$ cat config.mk
export PLATFORM = sky130hd
export DESIGN_NAME = cxs_txflit_sched
export DESIGN_NICKNAME = d
export VERILOG_FILES = /design/src/rtl/cxs_bridge_pkg.sv /design/src/rtl/cxs_credit_ctr.sv /design/src/rtl/cxs_txflit_sched.sv
export SDC_FILE = /design/constraint.sdc
export NUM_CORES = 1
export LEC_CHECK = 0
export ABC_AREA = 1
export ABC_CLOCK_PERIOD_IN_PS = 4670
export CAP_MARGIN = 40
export CORE_MARGIN = 8
export CORE_UTILIZATION = 40
export CTS_CLUSTER_DIAMETER = 200
export DETAILED_ROUTE_END_ITERATION = 8
export PLACE_DENSITY = 0.68
export RECOVER_POWER = 25
export SETUP_SLACK_MARGIN = 0.15
export SLEW_MARGIN = 20
export SYNTH_ARGS = -nofsm -noshare
export SYNTH_HDL_FRONTEND = slang
export SYNTH_SLANG_ARGS = --single-unit
export TNS_END_PERCENT = 30
$ cat constraint.sdc
create_clock -name clk -period 4.67 [get_ports clk]
set_clock_uncertainty 0.15 [all_clocks]
set_input_delay 0.467 -clock clk [delete_from_list [all_inputs] [get_ports clk]]
set_output_delay 0.467 -clock clk [all_outputs]
set_load 0.005 [all_outputs]
$ cat src/rtl/cxs_bridge_pkg.sv
// Shared definitions for the CXS bridge TX path: scheduler states, link credit limit
// and error flag bit positions.
package cxs_bridge_pkg;

    typedef enum logic [1:0] {
        ST_IDLE      = 2'd0,
        ST_RD_REQ    = 2'd1,
        ST_WAIT_DATA = 2'd2,
        ST_SEND      = 2'd3
    } sched_state_t;

    localparam int CXS_MAX_CREDIT = 15;

    localparam int ERR_CREDIT_OVF  = 0;
    localparam int ERR_OWN_SENDING = 1;

endpackage

$ cat src/rtl/cxs_credit_ctr.sv
// CXS TX link credit counter: counts receiver grants, spends one per flit, saturates
// at the link maximum and flushes whenever the link leaves RUN.
module cxs_credit_ctr #(
    parameter int MAX_CREDIT = 15,
    parameter int CRED_W     = 4
) (
    input  logic              clk,
    input  logic              rst_n,
    input  logic              link_up,
    input  logic              credit_ret,
    input  logic              flit_valid,
    output logic [CRED_W-1:0] credit_cnt,
    output logic              overflow
);

    localparam logic [CRED_W-1:0] MAX_CNT = CRED_W'(MAX_CREDIT);

    // A grant and a spend in the same cycle cancel; a grant at the ceiling is dropped and flagged.
    always_ff @(posedge clk) begin
        if (!rst_n) begin
            credit_cnt <= '0;
            overflow   <= 1'b0;
        end else if (!link_up) begin
            credit_cnt <= '0;
        end else if (credit_ret && !flit_valid) begin
            if (credit_cnt == MAX_CNT) begin
                overflow <= 1'b1;
            end else begin
                credit_cnt <= credit_cnt + CRED_W'(1);
            end
        end else if (flit_valid && !credit_ret && credit_cnt != '0) begin
            credit_cnt <= credit_cnt - CRED_W'(1);
        end
    end

endmodule

$ cat src/rtl/cxs_txflit_sched.sv
// CXS TX flit scheduler: walks host-owned TX buffer slots in strict ring order, reads each
// flit, presents it on the link when a credit is held and hands the slot back afterwards.
module cxs_txflit_sched
    import cxs_bridge_pkg::*;
#(
    parameter int NUM_SLOTS  = 15,
    parameter int ADDR_W     = 4,
    parameter int MAX_CREDIT = CXS_MAX_CREDIT,
    parameter int CRED_W     = 4
) (
    input  logic                 clk,
    input  logic                 rst_n,
    input  logic [NUM_SLOTS-1:0] own_set,
    input  logic                 credit_ret,
    input  logic                 link_up,
    output logic                 rd_req,
    output logic [ADDR_W-1:0]    rd_addr,
    input  logic                 rd_vld,
    output logic                 flit_valid,
    output logic                 flit_pending,
    output logic [NUM_SLOTS-1:0] ownership,
    output logic [CRED_W-1:0]    credit_cnt,
    output logic [1:0]           err_sticky
);

    sched_state_t          state, state_nxt;
    logic [ADDR_W-1:0]     ptr, ptr_nxt, rd_addr_nxt;
    logic                  rd_req_nxt, flit_valid_nxt, flit_pending_nxt;
    logic [NUM_SLOTS-1:0]  clr_mask;
    logic                  credit_ok, go, own_err, credit_ovf;

    cxs_credit_ctr #(
        .MAX_CREDIT (MAX_CREDIT),
        .CRED_W     (CRED_W)
    ) u_credit (
        .clk        (clk),
        .rst_n      (rst_n),
        .link_up    (link_up),
        .credit_ret (credit_ret),
        .flit_valid (flit_valid),
        .credit_cnt (credit_cnt),
        .overflow   (credit_ovf)
    );

    assign credit_ok = link_up && (credit_cnt != '0);
    assign go        = ownership[ptr] && credit_ok;
    assign clr_mask  = NUM_SLOTS'(flit_valid) << rd_addr;

    // The slot just sent goes back to the host even if the host re-hands it in that cycle.
    always_ff @(posedge clk) begin
        if (!rst_n) begin
            ownership <= '0;
            own_err   <= 1'b0;
        end else begin
            ownership <= (ownership | own_set) & ~clr_mask;
            if (|(own_set & clr_mask)) begin
                own_err <= 1'b1;
            end
        end
    end

    always_ff @(posedge clk) begin
        if (!rst_n) begin
            state        <= ST_IDLE;
            ptr          <= '0;
            rd_req       <= 1'b0;
            rd_addr      <= '0;
            flit_valid   <= 1'b0;
            flit_pending <= 1'b0;
        end else begin
            state        <= state_nxt;
            ptr          <= ptr_nxt;
            rd_req       <= rd_req_nxt;
            rd_addr      <= rd_addr_nxt;
            flit_valid   <= flit_valid_nxt;
            flit_pending <= flit_pending_nxt;
        end
    end

    // Outputs are computed one cycle ahead so every port comes straight from a flop.
    always_comb begin
        state_nxt        = state;
        ptr_nxt          = ptr;
        rd_addr_nxt      = rd_addr;
        rd_req_nxt       = 1'b0;
        flit_valid_nxt   = 1'b0;
        flit_pending_nxt = flit_pending;
        case (state)
            ST_IDLE: begin
                flit_pending_nxt = 1'b0;
                if (go) begin
                    state_nxt        = ST_RD_REQ;
                    rd_req_nxt       = 1'b1;
                    rd_addr_nxt      = ptr;
                    flit_pending_nxt = 1'b1;
                end
            end
            ST_RD_REQ: begin
                state_nxt = ST_WAIT_DATA;
            end
            ST_WAIT_DATA: begin
                if (rd_vld) begin
                    state_nxt = ST_SEND;
                end
            end
            ST_SEND: begin
                if (credit_ok) begin
                    flit_valid_nxt = 1'b1;
                    state_nxt      = ST_IDLE;
                    ptr_nxt        = (ptr == ADDR_W'(NUM_SLOTS - 1)) ? '0 : ptr + ADDR_W'(1);
                end
            end
            default: begin
                state_nxt = ST_IDLE;
            end
        endcase
    end

    assign err_sticky[ERR_CREDIT_OVF]  = credit_ovf;
    assign err_sticky[ERR_OWN_SENDING] = own_err;

endmodule
# ---- Word-level counts from Yosys, hierarchy flattened
# Index checks and enable logic that the tools add are counted.
dict set report classes {
  add_sub_neg 3
  mul 0
  div 0
  order_cmp 1
  n_eq_ne 9
  shifts 1
  n_mux 12
  bitwise_logic 4
  reduce_logical 19
}
# op count
set op_table {}
lappend op_table {{bitwise AND 15 bit} 2}
lappend op_table {{2-to-1 mux 4 bit} 4}
lappend op_table {{NOT 15 bit} 1}
lappend op_table {{OR 15 bit} 1}
lappend op_table {{OR reduction 15 bit} 1}
lappend op_table {{<< shifter 1 x 4 -> 15 bit} 1}
lappend op_table {{AND reduction 2 bit} 6}
lappend op_table {{adder 4 x 1 -> 4 bit (second input constant)} 2}
lappend op_table {{== test 4 bit (second input constant)} 2}
lappend op_table {{inequality test 2 bit (second input constant)} 4}
lappend op_table {{one-hot mux 2 bit (4 select lines)} 1}
lappend op_table {{2-to-1 mux 2 bit} 3}
lappend op_table {{AND reduction 3 bit} 2}
lappend op_table {{logical AND 1 bit} 5}
lappend op_table {{< comparator 4 x 5 -> 1 bit (second input constant)} 1}
lappend op_table {{binary-select mux 1 bit (select 4 bit)} 1}
lappend op_table {{== test 2 bit (second input constant)} 2}
lappend op_table {{nonzero test 4 bit} 1}
lappend op_table {{subtractor 4 x 1 -> 4 bit (second input constant)} 1}
lappend op_table {{2-to-1 mux 1 bit} 3}
lappend op_table {{== test 2 x 1 -> 1 bit (second input constant)} 1}
lappend op_table {{zero test 1 bit} 2}
lappend op_table {{zero test 2 bit} 1}
lappend op_table {{nonzero test 2 bit} 1}
dict set report totals {
  register_bits 34
  latchBits 0
  ram_bits 0
  mem_bits_ro 0
  input_bits 20
  out_inout_bits 28
  wordCells 59
  memories 0
}

# ---- Depth between registers and ports, before layout
# Gate-level depths: netlist of the first run.
dict set report logic_depth {
  ltp_word 5
  ltp_mapped 13
  mapped_depth_nobuf 12
}

# ---- Modules after synthesis
# A second synthesis of the first run with hierarchy kept.
dict set report hier_totals {
  hier_cells 290
  hier_area_um2 1911.8
}
# module n_inst cells_per_inst area_per_inst_um2 seq_area_each_um2
set modules_own_cells {}
lappend modules_own_cells {cxs_txflit_sched 1 237 1579.0 580.6}
lappend modules_own_cells {cxs_credit_ctr 1 53 332.8 100.1}

# ---- Least setup slack after synthesis of the first run
# No wires, ideal clock.
dict set report synth_timing {
  path_type {in2reg}
  startpoint {input credit_ret}
  endpoint {register u_credit.credit_cnt[3]}
  setup_time_ns 0.070
  arrival_time_ns 1.763
  t_required_ns 4.450
  setup_slack_ns 2.688
  stages 9
  n_path_buf 0
  cell_sequence {inv_1 > nor2_1 > inv_1 > ha_1 > and3_1 > a211oi_1 > xor2_1 > nand2_1 > a21oi_1}
}
dict set report synth_via {
  elab_chain_len 5
  word_cells_on_any_way 8
  classes_between {eq/ne (1); mux (1); reduce/logical (6)}
}
# element line_no
set synth_lines {}
lappend synth_lines {{start: declaration} cxs_txflit_sched.sv:14} ;# input logic credit_ret,
lappend synth_lines {{zero test 1 bit} cxs_credit_ctr.sv:31} ;# end else if (flit_valid && !credit_ret && credit_cnt != '0) begin
lappend synth_lines {{logical AND 1 bit (2 in series)} cxs_credit_ctr.sv:31}
lappend synth_lines {{nonzero test 2 bit (no line)} -}
lappend synth_lines {{AND reduction 2 bit (no line)} -}
lappend synth_lines {{end signal: assignment} cxs_credit_ctr.sv:29} ;# credit_cnt <= credit_cnt + CRED_W'(1);
lappend synth_lines {{end signal: assignment} cxs_credit_ctr.sv:32} ;# credit_cnt <= credit_cnt - CRED_W'(1);
lappend synth_lines {{end: declaration} cxs_credit_ctr.sv:12} ;# output logic [CRED_W-1:0] credit_cnt,
# Parallel ways exist; a longest one is shown, timed or not.
# A chain may end at the register's enable or synchronous reset.

==> key figures, run 1 <==
GRT
  – Antenna violations before repair: 0
  – Overflow after GRT: 0
  – Gr usage total: 0.1370
  – Vias in the first global route: 1724
  – First-pass GRT wire length: 8059 um
  – Largest net degree at the start of global routing: 27

CTS
  – Max H-tree Level: 2
  – Hold-fix buffer count after cts: 0
  – Setup Fix Bufs, Post-CTS: 0
  – Clock buffer depth: 2
  – Post-CTS resize count: 0
  – Clk slew on worst S/H paths: 0.07 ns
  – Clock Sink Count: 34
  – Clock Latency Late Sink: 0.29 ns
  – CTS tree: yes
  – CTS root buffer: clkbuf_8
  – Clock buffer count from CTS: 5

Drt
  – WL per Instance: 12.89 um
  – 1st-pass router iterations: 4
  – DRC: 0
  – Routed wire length: 4809 um
  – Initial DRC count: 108
  – Vias after detailed routing: 1825
  – Vias/cell: 4.893
  – Final ANT Viol Nets: 0

Die
  – Floorplan core area: 0.004414 sq mm
  – Die ar.: 0.007051 sq mm
  – Initial Util: 0.4187
  – Row count: 24
  – Die Width: 83.97 um
  – Io pins: 48
  – Die height: 83.97 um

Finish
  – Area Growth Syn to Fin: 31.48%
  – Share of layout cells above drive strength 1: 0.06231
  – Ant. Diodes: 0
  – Most common cell after layout, fill and taps aside: nand2_1
  – Nets: 347
  – Highest-count cells in the layout ignoring fill and taps: nand2_1 (61), nor2_1 (48), clkdlybuf4s50_1 (46)
  – Cell Count, Final, Fillers Out: 373
  – Util after Layout: 0.5505
  – Design Area, Final: 0.002430 sq mm

STA
  – Max_slew headroom: 0.2555
  – Fin. Hold Viols: 0
  – Final min period: 2.589 ns
  – RSZ-0062 raised after global routing: no
  – Final setup viols: 0
  – F_max: 0.3862 GHz
  – Fin Setup TNS: 0 ns
  – Worst slew pin tran: 1.117 ns
  – Fin crit share: 0.5545
  – Slew Limit Fails: 0

Synthesis
  – Net Count, Synth: 299
  – YS warnings: 0
  – Mapped Cells: 272
  – Synth top area share: 0.3683
  – Yosys cell types: 34
  – Top cell type by total area after synthesis: dfxtp_1
  – #FFs+latches synth: 34
  – Post-Syn Area: 0.001848 sq mm
  – Top area cells in the synthesized netlist: dfxtp_1 (37%), nand2_1 (12%), nor2_1 (9.7%)
  – Mapped Avg Cell Area: 6.794 sq um
  – Sequential element share of the synthesized area: 0.3683

Power and ir drop
  – Worst VDD drop: 0.1527 mV
  – Clk pwr share: 0.313
  – Logic pwr share: 0.225
  – Pwr Density: 300.6 mW/mm^2
  – Power Internal: 0.5170 mW
  – Sequential share of power: 0.462
  – Leak Pwr: 1.100 nW
  – Psw: 0.2135 mW
  – Sw Share: 0.2923

Critical path
  – Arrival time worst endpoint: 2.66 ns
  – Worst-path fanout max: 26
  – Crit Path Class: in2reg
  – Crit path capture type: flip-flop
  – Worst endpoint required time: 4.74 ns
  – Critical path's top delay family: buffers and inverters
  – Critical Path, Cell by Cell: dlygate4sd3_1 > clkbuf_1 > inv_1 > or3_1 > a21oi_1
  – CP bufs+invs: 3
  – CP max stage delay: 0.82 ns
  – CP startpoint kind: input pin
  – Slowest-stage cell, CP: clkbuf_1
  – Worst r2r src: flit_valid
  – Start point of the critical path: rst_n

Hold path
  – Hold_sp: u_credit.overflow
  – Worst Hold Class: reg2reg

Run
  – # Max-Cap Violations: 0

Placed design
  – Post-DP Area: 0.002342 sq mm
  – Detailed placer's ending HPWL: 3689 um
  – Placed insts: 365
  – GPL Wtd Cong: 0.8287
  – Port buffer count: 47

Run status
  – Status: complete, no violations
## layout make-up
type / count / area (sq um)
flip-flops and latches: 34 / 680.7
well taps: 52 / 65.06
clock inverters: 1 / 5.005
clock buffers: 7 / 86.33
fillers: 436 / 1984
inverters: 41 / 161.4
multi-input cells: 190 / 957.2
repair buffers: 48 / 474.2
## synthesized netlist by cell type, drive strengths merged
cell,count
and3,1
a211oi,3
nand2,66
o22ai,2
nand3,14
xnor2,1
nor3,3
fa,1
o31ai,1
o211ai,3
or3,1
inv,41
clkbuf,2
a22oi,1
dfxtp,34
nand4,5
xor2,2
o21ai,14
o221ai,2
a21oi,11
buf,5
ha,6
or2,1
nor2,51
o21a,1
## state kept, by name, indices dropped and copies added, names as in the netlist
register             count
flit_pending             1
ptr                      4
u_credit.credit_cnt      4
state                    2
flit_valid               1
rd_addr                  4
own_err                  1
ownership               15
u_credit.overflow        1
rd_req                   1
## metrics by stage
| step | total power, mW | hold slack [ns] | setup WS [ns] |
|---|---|---|---|
| floorplan | 0.4347 | 0.2763 | 2.688 |
| global placement | 0.5073 | 0.3021 | 2.148 |
| detailed placement | 0.5098 | 0.3113 | 2.096 |
| CTS | 0.7388 | 0.3216 | 2.370 |
| global route | 0.7725 | 0.3672 | 1.889 |
| finish | 0.7305 | 0.3131 | 2.081 |
## power by group through the flow
stage          clock (mW)  sequential, mW  combinational [mW]
3_3_place_gp            0           0.344               0.163
4_1_cts             0.234           0.338               0.167
5_1_grt             0.245           0.341               0.187
6_report            0.229           0.337               0.164
2_1_floorplan           0           0.340              0.0947
3_5_place_dp            0           0.344               0.166
## worst register-to-register path, stage by stage, from the launching register on
cell and delay [ns]:
dfxtp_1 0.39, nor2_1 0.23, inv_1 0.14, ha_1 0.34
and3_1 0.18, a211oi_1 0.20, xor2_1 0.18, nand2_1 0.07
a21oi_1 0.12
## layer usage
| layer | wire (um) | vias to the layer above | share of wire | global-route usage |
|---|---|---|---|---|
| met5 | 0 | - | 0 | 0 |
| met4 | 74 | 0 | 0.015 | 0.05651 |
| met3 | 248 | 7 | 0.052 | 0.03613 |
| met2 | 2248 | 40 | 0.47 | 0.2246 |
| met1 | 2238 | 823 | 0.47 | 0.1642 |
| li1 | - | 955 | - | - |
## final timing paths
path / end / cells past startpoint / slack [ns]
max reg2reg: u_credit.credit_cnt[3] / 8 / 2.62
min reg2reg: u_credit.overflow / 2 / 0.31
min: u_credit.overflow / 2 / 0.31
max: ptr[0] / 5 / 2.08
## cells by family (layout without fill, tap and decap cells)
logic type / after synthesis / count (layout) / synth area share
AOI/OAI and AO/OA: 38 / 38 / 0.1226
adders and majority gates: 7 / 7 / 0.05146
xor gates and xnor gates: 3 / 3 / 0.01422
DFF: 34 / 34 / 0.3683
and+or+nand+nor: 142 / 142 / 0.3297
buffers and inverters: 48 / 97 / 0.1137
Note: power is estimated with default switching activity, not from simulation.
==> run 2, diff against run 1 <==
Settings changed: ABC_CLOCK_PERIOD_IN_PS 4670 to 2500.
Clock period 4.67 ns to 2.5 ns, I/O delays scaled along.
==> run 2 against run 1 <==
Net effect: sequential power is 87% higher; first-iteration DRC count is 36% lower; clock power is 120% higher; critical path depth is 5 higher; sequential share of layout area is 0.45 points lower; highest routed layer unchanged.
==> key figures, run 2 (synthesis gave the netlist of run 1 again) <==
Critical path
  – Reg2Reg Setup Slack: 0.51 ns (-2.11 ns)
  – Worst-path fanout max: 4 (-85%)
  – Worst reg-to-reg path cell count: 8 (unchanged)
  – Arrival time worst endpoint: 2.26 ns (-0.40 ns)
  – R2r endpoint: u_credit.credit_cnt[3]
  – Crit Path Class: in2reg
  – Crit path capture type: flip-flop
  – CP most frequent cell: inv_1
  – CP startpoint kind: input pin
  – Slowest-stage cell, CP: dlygate4sd3_1
  – Worst r2r src: flit_valid
  – Capture point of the worst path: u_credit.credit_cnt[3]
  – CP max stage delay: 0.53 ns (-0.29 ns)
  – Worst endpoint required time: 2.56 ns (-2.18 ns)
  – Start point of the critical path: credit_ret
  – Critical Path, Cell by Cell: dlygate4sd3_1 > inv_1 > nor2_1 > inv_1 > ha_1 > and3_1 > a211oi_1 > xor2_1 > nand2_1 > a21oi_1

Drt
  – DRC: 0 (unchanged)
  – Vias after detailed routing: 1840 (+0.82%)
  – 1st-pass router iterations: 5 (+1)
  – Vias/cell: 4.894 (about the same)
  – Final ANT Viol Nets: 0 (unchanged)
  – WL per Instance: 13.05 um (+1.2%)
  – Initial DRC count: 69 (-36%)
  – Routed wire length: 4906 um (+2.0%)

Finish
  – Nets: 350 (+0.86%)
  – Ant. Diodes: 0 (unchanged)
  – Share of layout cells above drive strength 1: 0.07407 (+0.01177)
  – Max reg flops: 15 (unchanged)
  – Area Growth Syn to Fin: 33.65%
  – Largest register by flop count: ownership
  – Most common cell after layout, fill and taps aside: nand2_1
  – Util after Layout: 0.5595 (+0.009070)
  – Fillers: 449 (+3.0%)
  – Highest-count cells in the layout ignoring fill and taps: nand2_1 (61), nor2_1 (48), clkdlybuf4s50_1 (46)

GRT
  – Gr usage total: 0.1396 (+0.002583)
  – First-pass GRT wire length: 8245 um (+2.3%)
  – Largest net degree at the start of global routing: 16 (-41%)
  – Antenna violations before repair: 0 (unchanged)
  – Overflow after GRT: 0 (unchanged)
  – Vias in the first global route: 1774 (+2.9%)

CTS
  – Clock Sink Count: 34 (unchanged)
  – CTS tree: yes
  – Max H-tree Level: 2 (unchanged)
  – Clock buffer depth: 2 (unchanged)
  – Clock Latency Late Sink: 0.29 ns (about the same)
  – CTS root buffer: clkbuf_8
  – Clock buffer count from CTS: 5 (unchanged)
  – Hold-fix buffer count after cts: 0 (unchanged)
  – Post-CTS resize count: 0 (unchanged)
  – Setup Fix Bufs, Post-CTS: 0 (unchanged)
  – Clk slew on worst S/H paths: 0.07 ns (about the same)

Hold path
  – Worst Hold Class: reg2reg

STA
  – Final min period: 2.198 ns
  – Worst slew pin tran: 0.5400 ns (-0.5768 ns)
  – Fin crit share: 0.8790
  – Slew Limit Fails: 0 (unchanged)
  – Max_slew headroom: 0.6395 (+0.3840)
  – Final setup viols: 0 (unchanged)
  – F_max: 0.4551 GHz
  – RSZ-0062 raised after global routing: no
  – Fin. Hold Viols: 0 (unchanged)
  – Fin Setup TNS: 0 ns (unchanged)

Power and ir drop
  – Power Internal: 1.040 mW (+100%)
  – Worst VDD drop: 0.2352 mV (+54%)
  – Sequential share of power: 0.436 (-0.026)
  – Logic pwr share: 0.217 (-0.008)
  – Psw: 0.4088 mW (+91%)
  – Leak Pwr: 1.125 nW (+2.2%)
  – Pwr Density: 586.5 mW/mm^2 (+95%)
  – Sw Share: 0.2822 (-0.01005)
  – Clk pwr share: 0.347 (+0.034)

Die
  – Die height: 83.97 um (unchanged)
  – Die ar.: 0.007051 sq mm (unchanged)
  – Row count: 24 (unchanged)
  – Initial Util: 0.4187 (unchanged)
  – Io pins: 48 (unchanged)
  – Floorplan core area: 0.004414 sq mm (unchanged)
  – Die Width: 83.97 um (unchanged)

Placed design
  – GPL Wtd Cong: 0.8069 (-2.6%)
  – Port buffer count: 47 (unchanged)
  – Detailed placer's ending HPWL: 3849 um (+4.3%)

Run
  – # Max-Cap Violations: 0 (unchanged)

Run status
  – Status: complete, no violations
-- run 2: cell types whose count changed in the layout (fill, tap and decap cells not counted) --
cell	delta
buf_4	+3
bufinv_16	+1
clkbuf_1	-1
clkbuf_8	-1
clkinv_2	+1
-- run 2: critical path: cells and delay by family --
family / cells / cell delay, ns
simple gates: 3 / 0.43
compound gates: 2 / 0.36
xor+xnor: 1 / 0.17
fa+ha+maj: 1 / 0.33
buf+inv: 3 / 0.72
-- run 2: how the worst min path moves through the flow --
stage,start,to,slack (ns),cells past startpoint
after global placement,u_credit.overflow,u_credit.overflow,0.31,2
after global routing,u_credit.overflow,u_credit.overflow,0.35,2
final,u_credit.overflow,u_credit.overflow,0.32,2
after floorplan,own_set[0],ownership[0],0.23,2
after detailed placement,u_credit.overflow,u_credit.overflow,0.31,2
after CTS,u_credit.overflow,u_credit.overflow,0.33,2
-- run 2: stage by stage --
step | hold slack [ns] | cells | setup WS (ns) | total power, mW | instance area [sq um]
CTS | 0.3255 | 376 | 0.3865 | 1.462 | 2474
global route | 0.3466 | 376 | 0.1157 | 1.532 | 2470
floorplan | 0.2333 | 272 | 0.6364 | 0.8120 | 1848
detailed placement | 0.3121 | 368 | 0.09285 | 0.9557 | 2365
finish | 0.3214 | 376 | 0.3025 | 1.449 | 2470
global placement | 0.3119 | 368 | 0.1961 | 0.9520 | 2365
-- run 2: cell type report --
cell class,instances,area [sq um],area share
Multi-Input combinational cell,190,957.2,0.3875
Clock inverter,3,40.04,0.01621
Sequential cell,34,680.7,0.2756
Clock buffer,5,68.82,0.02786
Tap cell,52,65.06,0.02634
Timing Repair Buffer,51,496.7,0.2011
Inverter,41,161.4,0.06535
-- run 2: layer usage --
| layer | vias up | global-route usage | share of wire |
|---|---|---|---|
| li1 | 959 | - | - |
| met1 | 827 | 0.1698 | 0.45 |
| met2 | 50 | 0.2239 | 0.47 |
| met3 | 4 | 0.04590 | 0.062 |
| met4 | 0 | 0.04710 | 0.010 |
| met5 | - | 0 | 0 |
-- run 2: power groups by stage --
stage / combinational [mW] / sequential (mW) / clock, mW
5_1_grt: 0.358 / 0.636 / 0.537
6_report: 0.314 / 0.631 / 0.503
2_1_floorplan: 0.177 / 0.635 / 0
4_1_cts: 0.319 / 0.631 / 0.512
3_5_place_dp: 0.314 / 0.642 / 0
3_3_place_gp: 0.310 / 0.642 / 0
